File: src/rtl/xbar_demux_router.sv
// Routes one handshaked input stream to NOUT output ports chosen by SEL; 2-entry FIFO per port.
// Latency: a word accepted at edge k is at OUT_DATA/OUT_VALID of its port after edge k (if the port was empty).
// Backpressure: IN_READY drops only when the addressed port FIFO is full; other ports keep flowing.
// Optional build macro XBAR_DEMUX_CNT_EN adds OUT_CNT, an 8-bit wrapping pop counter per port.
module xbar_demux_router #(
    parameter int DW   = 4,
    parameter int SW   = 2,
    parameter int NOUT = 4      // must equal 2**SW
) (
    input  logic                 CLK,
    input  logic                 RST_N,
    input  logic                 IN_VALID,
    output logic                 IN_READY,
    input  logic [DW-1:0]        IN_DATA,
    input  logic [SW-1:0]        SEL,
    output logic [NOUT-1:0]      OUT_VALID,
    input  logic [NOUT-1:0]      OUT_READY,
    output logic [NOUT*DW-1:0]   OUT_DATA
`ifdef XBAR_DEMUX_CNT_EN
    ,
    output logic [NOUT*8-1:0]    OUT_CNT
`endif
);

    // Per-port FIFO state. head_q is a dedicated register so OUT_DATA is a
    // clean flop output and keeps its last value once the port drains.
    logic [DW-1:0] mem_q    [NOUT][2];
    logic [DW-1:0] mem_d    [NOUT][2];
    logic [DW-1:0] head_q   [NOUT];
    logic [DW-1:0] head_d   [NOUT];
    logic          wr_ptr_q [NOUT];
    logic          wr_ptr_d [NOUT];
    logic          rd_ptr_q [NOUT];
    logic          rd_ptr_d [NOUT];
    logic [1:0]    occ_q    [NOUT];
    logic [1:0]    occ_d    [NOUT];
`ifdef XBAR_DEMUX_CNT_EN
    logic [7:0]    cnt_q    [NOUT];
    logic [7:0]    cnt_d    [NOUT];
`endif

    logic accept;

    // Ready depends only on SEL and registered occupancy, never on IN_VALID/OUT_READY.
    always_comb begin
        IN_READY = RST_N && (occ_q[SEL] != 2'd2);
        accept   = IN_VALID && IN_READY;
    end

    // Next-state for every port FIFO: push from the input, pop to the consumer.
    always_comb begin
        mem_d    = mem_q;
        head_d   = head_q;
        wr_ptr_d = wr_ptr_q;
        rd_ptr_d = rd_ptr_q;
        occ_d    = occ_q;
`ifdef XBAR_DEMUX_CNT_EN
        cnt_d    = cnt_q;
`endif
        for (int p = 0; p < NOUT; p++) begin
            logic push;
            logic pop;
            push = accept && (SEL == SW'(p));
            pop  = (occ_q[p] != 2'd0) && OUT_READY[p];

            if (push) begin
                mem_d[p][wr_ptr_q[p]] = IN_DATA;
                wr_ptr_d[p]           = ~wr_ptr_q[p];
            end
            if (pop) begin
                rd_ptr_d[p] = ~rd_ptr_q[p];
`ifdef XBAR_DEMUX_CNT_EN
                cnt_d[p]    = cnt_q[p] + 8'd1;
`endif
            end

            case ({push, pop})
                2'b10:   occ_d[p] = occ_q[p] + 2'd1;
                2'b01:   occ_d[p] = occ_q[p] - 2'd1;
                default: occ_d[p] = occ_q[p];
            endcase

            // Head update: second entry moves up when a full FIFO pops; an
            // incoming word becomes head when it lands in an empty slot or
            // replaces a head popping in the same cycle (occ=1).
            if (pop && (occ_q[p] == 2'd2)) begin
                head_d[p] = mem_q[p][~rd_ptr_q[p]];
            end else if (push && ((occ_q[p] == 2'd0) || pop)) begin
                head_d[p] = IN_DATA;
            end
        end
    end

    // State registers with synchronous active-low reset; reset drops any in-flight accept/pop.
    always_ff @(posedge CLK) begin
        if (!RST_N) begin
            for (int p = 0; p < NOUT; p++) begin
                mem_q[p][0] <= '0;
                mem_q[p][1] <= '0;
                head_q[p]   <= '0;
                wr_ptr_q[p] <= 1'b0;
                rd_ptr_q[p] <= 1'b0;
                occ_q[p]    <= 2'd0;
`ifdef XBAR_DEMUX_CNT_EN
                cnt_q[p]    <= 8'd0;
`endif
            end
        end else begin
            mem_q    <= mem_d;
            head_q   <= head_d;
            wr_ptr_q <= wr_ptr_d;
            rd_ptr_q <= rd_ptr_d;
            occ_q    <= occ_d;
`ifdef XBAR_DEMUX_CNT_EN
            cnt_q    <= cnt_d;
`endif
        end
    end

    // Flatten per-port registered state onto the output buses.
    always_comb begin
        OUT_VALID = '0;
        OUT_DATA  = '0;
`ifdef XBAR_DEMUX_CNT_EN
        OUT_CNT   = '0;
`endif
        for (int p = 0; p < NOUT; p++) begin
            OUT_VALID[p]          = (occ_q[p] != 2'd0);
            OUT_DATA[p*DW +: DW]  = head_q[p];
`ifdef XBAR_DEMUX_CNT_EN
            OUT_CNT[p*8 +: 8]     = cnt_q[p];
`endif
        end
    end

endmodule

File: config.mk
export PLATFORM = sky130hd
export DESIGN_NAME = xbar_demux_router
export DESIGN_NICKNAME = d
export VERILOG_FILES = /design/src/rtl/xbar_demux_router.sv
export SDC_FILE = /design/constraint.sdc
export NUM_CORES = 1
export LEC_CHECK = 0
export CAP_MARGIN = 10
export CORE_MARGIN = 10
export CORE_UTILIZATION = 45
export DETAILED_ROUTE_END_ITERATION = 8
export HOLD_SLACK_MARGIN = 0.08
export PLACE_DENSITY = 0.66
export SETUP_SLACK_MARGIN = 0.2
export SLEW_MARGIN = 20
export SYNTH_ARGS = -nofsm -noshare
export SYNTH_HDL_FRONTEND = slang
export SYNTH_SLANG_ARGS = --single-unit
File: constraint.sdc
create_clock -name CLK -period 2.81 [get_ports CLK]
set_input_delay 0.281 -clock CLK [delete_from_list [all_inputs] [get_ports CLK]]
set_output_delay 0.281 -clock CLK [all_outputs]
set_load 0.005 [all_outputs]
==> key figures <==
Setup path
  • Crit path cell chain: and2b_1 > mux4_2 > nor2b_1 > clkdlybuf4s50_1
  • Critical path launch point type: flip-flop
  • Crit Path Category: flip-flop to output pin
  • Crit path largest cell delay: 0.51 ns
  • Critical path's slowest cell: clkdlybuf4s50_1
  • Max FO, Critical Path: 6
  • CP required: 2.53 ns
  • Nature of the critical path endpoint: output pin
  • CP arrival: 2.12 ns

Power and ir drop
  • Leakage: 1.35 nW
  • Max VDD drop: 0.000255 V
  • Power, Total: 1.98 mW
  • Cell area power density: 535 nW/um2

Logic synthesis
  • FF+latch count, synth: 64
  • Count of cell types in the netlist: 36
  • FFs w/ async S/R, synth: 0
  • Main combinational cell family by area after synthesis: simple AND/OR/NAND/NOR gates
  • Synth top area cells: dfxtp_1 41%, mux2i_1 20%, nor2b_1 8.0%, nand2_1 4.3%, o211ai_1 4.3%
  • Ys Warns: 0
  • Cell count after synthesis: 324
  • Syn Nets: 339
  • Complex-gate fraction of the synthesized area: 0.0852
  • Sequential fraction of the synthesis area: 0.408
  • Multiplexer share of the synthesized area: 0.211
  • Dominant register cell in the synthesized netlist: dfxtp_1
  • XOR/XNOR share of the synthesized area: 0.0223
  • Mapped Avg Cell Area: 9.70 um2
  • Post-Synth Simple-Gate Area: 0.231
  • Adder-Cell Fraction of Synth Area: 0.00796
  • Synth area leader: dfxtp_1
  • Synthesized cell area: 3140 um2
  • Yosys top cell area share: 0.408
  • EDFF count, synth: 0

Floorplan
  • Die width: 104 um
  • Die Y-Extent: 104 um
  • # rows: 30
  • Core ar.: 6790 um2
  • Die area: 10700 um2
  • I/O pin cnt: 34
  • Initial Utilization: 0.463

Timing
  • Slew @ Worst Pin: 0.617 ns
  • Tmin final: 2.40 ns
  • Fin. max-slew vios: 0
  • Unrepaired setup endpoints after global routing: no
  • Max Fclk: 417 MHz
  • Setup TNS: 0 ns
  • Final Cycle Share: 0.854
  • Final Hold Fails: 0
  • Post-Route Skew: 0.00761 ns
  • Hold slack: 0.330 ns
  • Final setup viols: 0
  • Rel. slew slack: 0.587

Route
  • Vias: 2222
  • First-pass DRT Iterations: 4
  • DR iter-0 viols: 66
  • Drt drc: 0
  • Final WL: 6.45 mm
  • Drt wl/cell: 14.5 um
  • Vias per cell: 4.99
  • Antenna Nets Post-Route: 0

Placement
  • GP Congestion: 0.780
  • Buffers added on ports: 33
  • HPWL Detailed: 4.56 mm

Global routing
  • Met1 Resource Use GR: 0.154
  • Initial antenna violation count: 0
  • Total GRT Usage: 0.122
  • GRT Max-Usage Layer: met2
  • First-pass GRT wire length: 11.0 mm
  • Met2 usage: 0.185
  • GR Util met3: 0.0316
  • Largest net degree at the start of global routing: 54
  • Grt ovf: 0
  • Vias in the first global route: 2241

Clocking
  • Clock tree root buffer cell: clkbuf_8
  • TritonCTS buffer count: 9
  • Resized cells post-CTS: 0
  • Clock buffer depth: 2
  • Post-CTS setup buffers: 0
  • CTS Hold Bufs: 0
  • # H-tree levels: 3
  • Clock network latency to the later pin of the worst-skew pair: 0.34 ns
  • CTS tree: yes
  • TritonCTS Sinks: 64
  • Reg clk slew, reported paths: 0.07 ns

Min path
  • Class of the most critical hold timing path: input port to flip-flop

Layout
  • Fillers: 623
  • Layout area overhead: 17.9%
  • Most frequent cells in the layout: 64 x dfxtp_1, 64 x mux2i_1, 40 x nor2b_1
  • Final nets: 360
  • ANT cells: 0
  • Share of cells above drive strength 1: 0.0716

Run status
  • Outcome: completed

Job
  • Maxcap violations: 0
==> path summary, 6_finish.rpt <==
| kind | from | to | slack (ns) | depth (start not counted) |
|---|---|---|---|---|
| worst max-delay path | occ_q[2] | IN_READY | 0.41 | 4 |
| worst min-delay path | RST_N | wr_ptr_q[3] | 0.33 | 2 |
| worst max register to register | occ_q[4] | occ_q[5] | 1.16 | 5 |
| worst min register to register | OUT_DATA[10] | OUT_DATA[10] | 0.46 | 2 |
==> synthesized netlist by cell type (5+ instances only) <==
cell	number
o21a_1	7
dfxtp_1	64
xnor2_1	6
and2_1	10
o211ai_1	18
mux2i_1	64
nor2b_1	40
nand2b_1	5
o21ai_0	6
clkbuf_1	18
nand2_1	36
==> worst max-delay path: cells and delay by family (launching register included) <==
family / cells / cell delay [ns]
buffers and inverters: 1 / 0.51
multiplexers: 1 / 0.48
AND/OR/NAND/NOR: 2 / 0.40
flip-flops: 1 / 0.38
==> sequential cells by signal (all words and copies together), names as in the netlist <==
signal	flops
OUT_DATA	16
mem_q	32
occ_q	8
rd_ptr_q	4
wr_ptr_q	4
==> cell type report <==
type | instances | area [um2] | area share
Inverter | 2 | 7.51 | 0.00203
Sequential cell | 64 | 1280 | 0.346
Clock buffer | 12 | 165 | 0.0446
Clock inverter | 3 | 40.0 | 0.0108
Multi-Input combinational cell | 233 | 1750 | 0.473
Timing Repair Buffer | 35 | 340 | 0.0918
Tap cell | 96 | 120 | 0.0324
==> stage by stage <==
stage | setup WS [ns] | util | std cells | cell area (um2)
floorplan | 1.30 | - | 324 | 3140
global placement | 0.507 | 0.515 | 430 | 3500
global route | 0.342 | 0.545 | 445 | 3710
finish | 0.409 | 0.545 | 445 | 3710
detailed placement | 0.481 | 0.515 | 430 | 3500
CTS | 0.391 | 0.545 | 445 | 3710
==> power breakdown <==
part	internal (mW)	switching [mW]	total (mW)
Sequential	0.934	0.0296	0.963
Combinational	0.112	0.0935	0.206
Clock	0.474	0.341	0.815
Total	1.52	0.464	1.98
==> kinds of logic (layout without fill, tap and decap cells) <==
group	count (synthesis)	count (layout)
AND/OR/NAND/NOR	120	120
multiplexers	65	65
flip-flops	64	64
AO/OA/AOI/OAI	38	38
buffers and inverters	27	52
XOR/XNOR	8	8
adder cells (fa/ha/maj)	2	2
==> metal layers <==
metal	wire, um	vias to the layer above	part of all wire
li1	-	1161	-
met1	3220	1016	0.50
met2	2840	34	0.44
met3	252	11	0.039
met4	131	0	0.020
met5	0	-	0
Note: power is estimated with default switching activity, not from simulation.
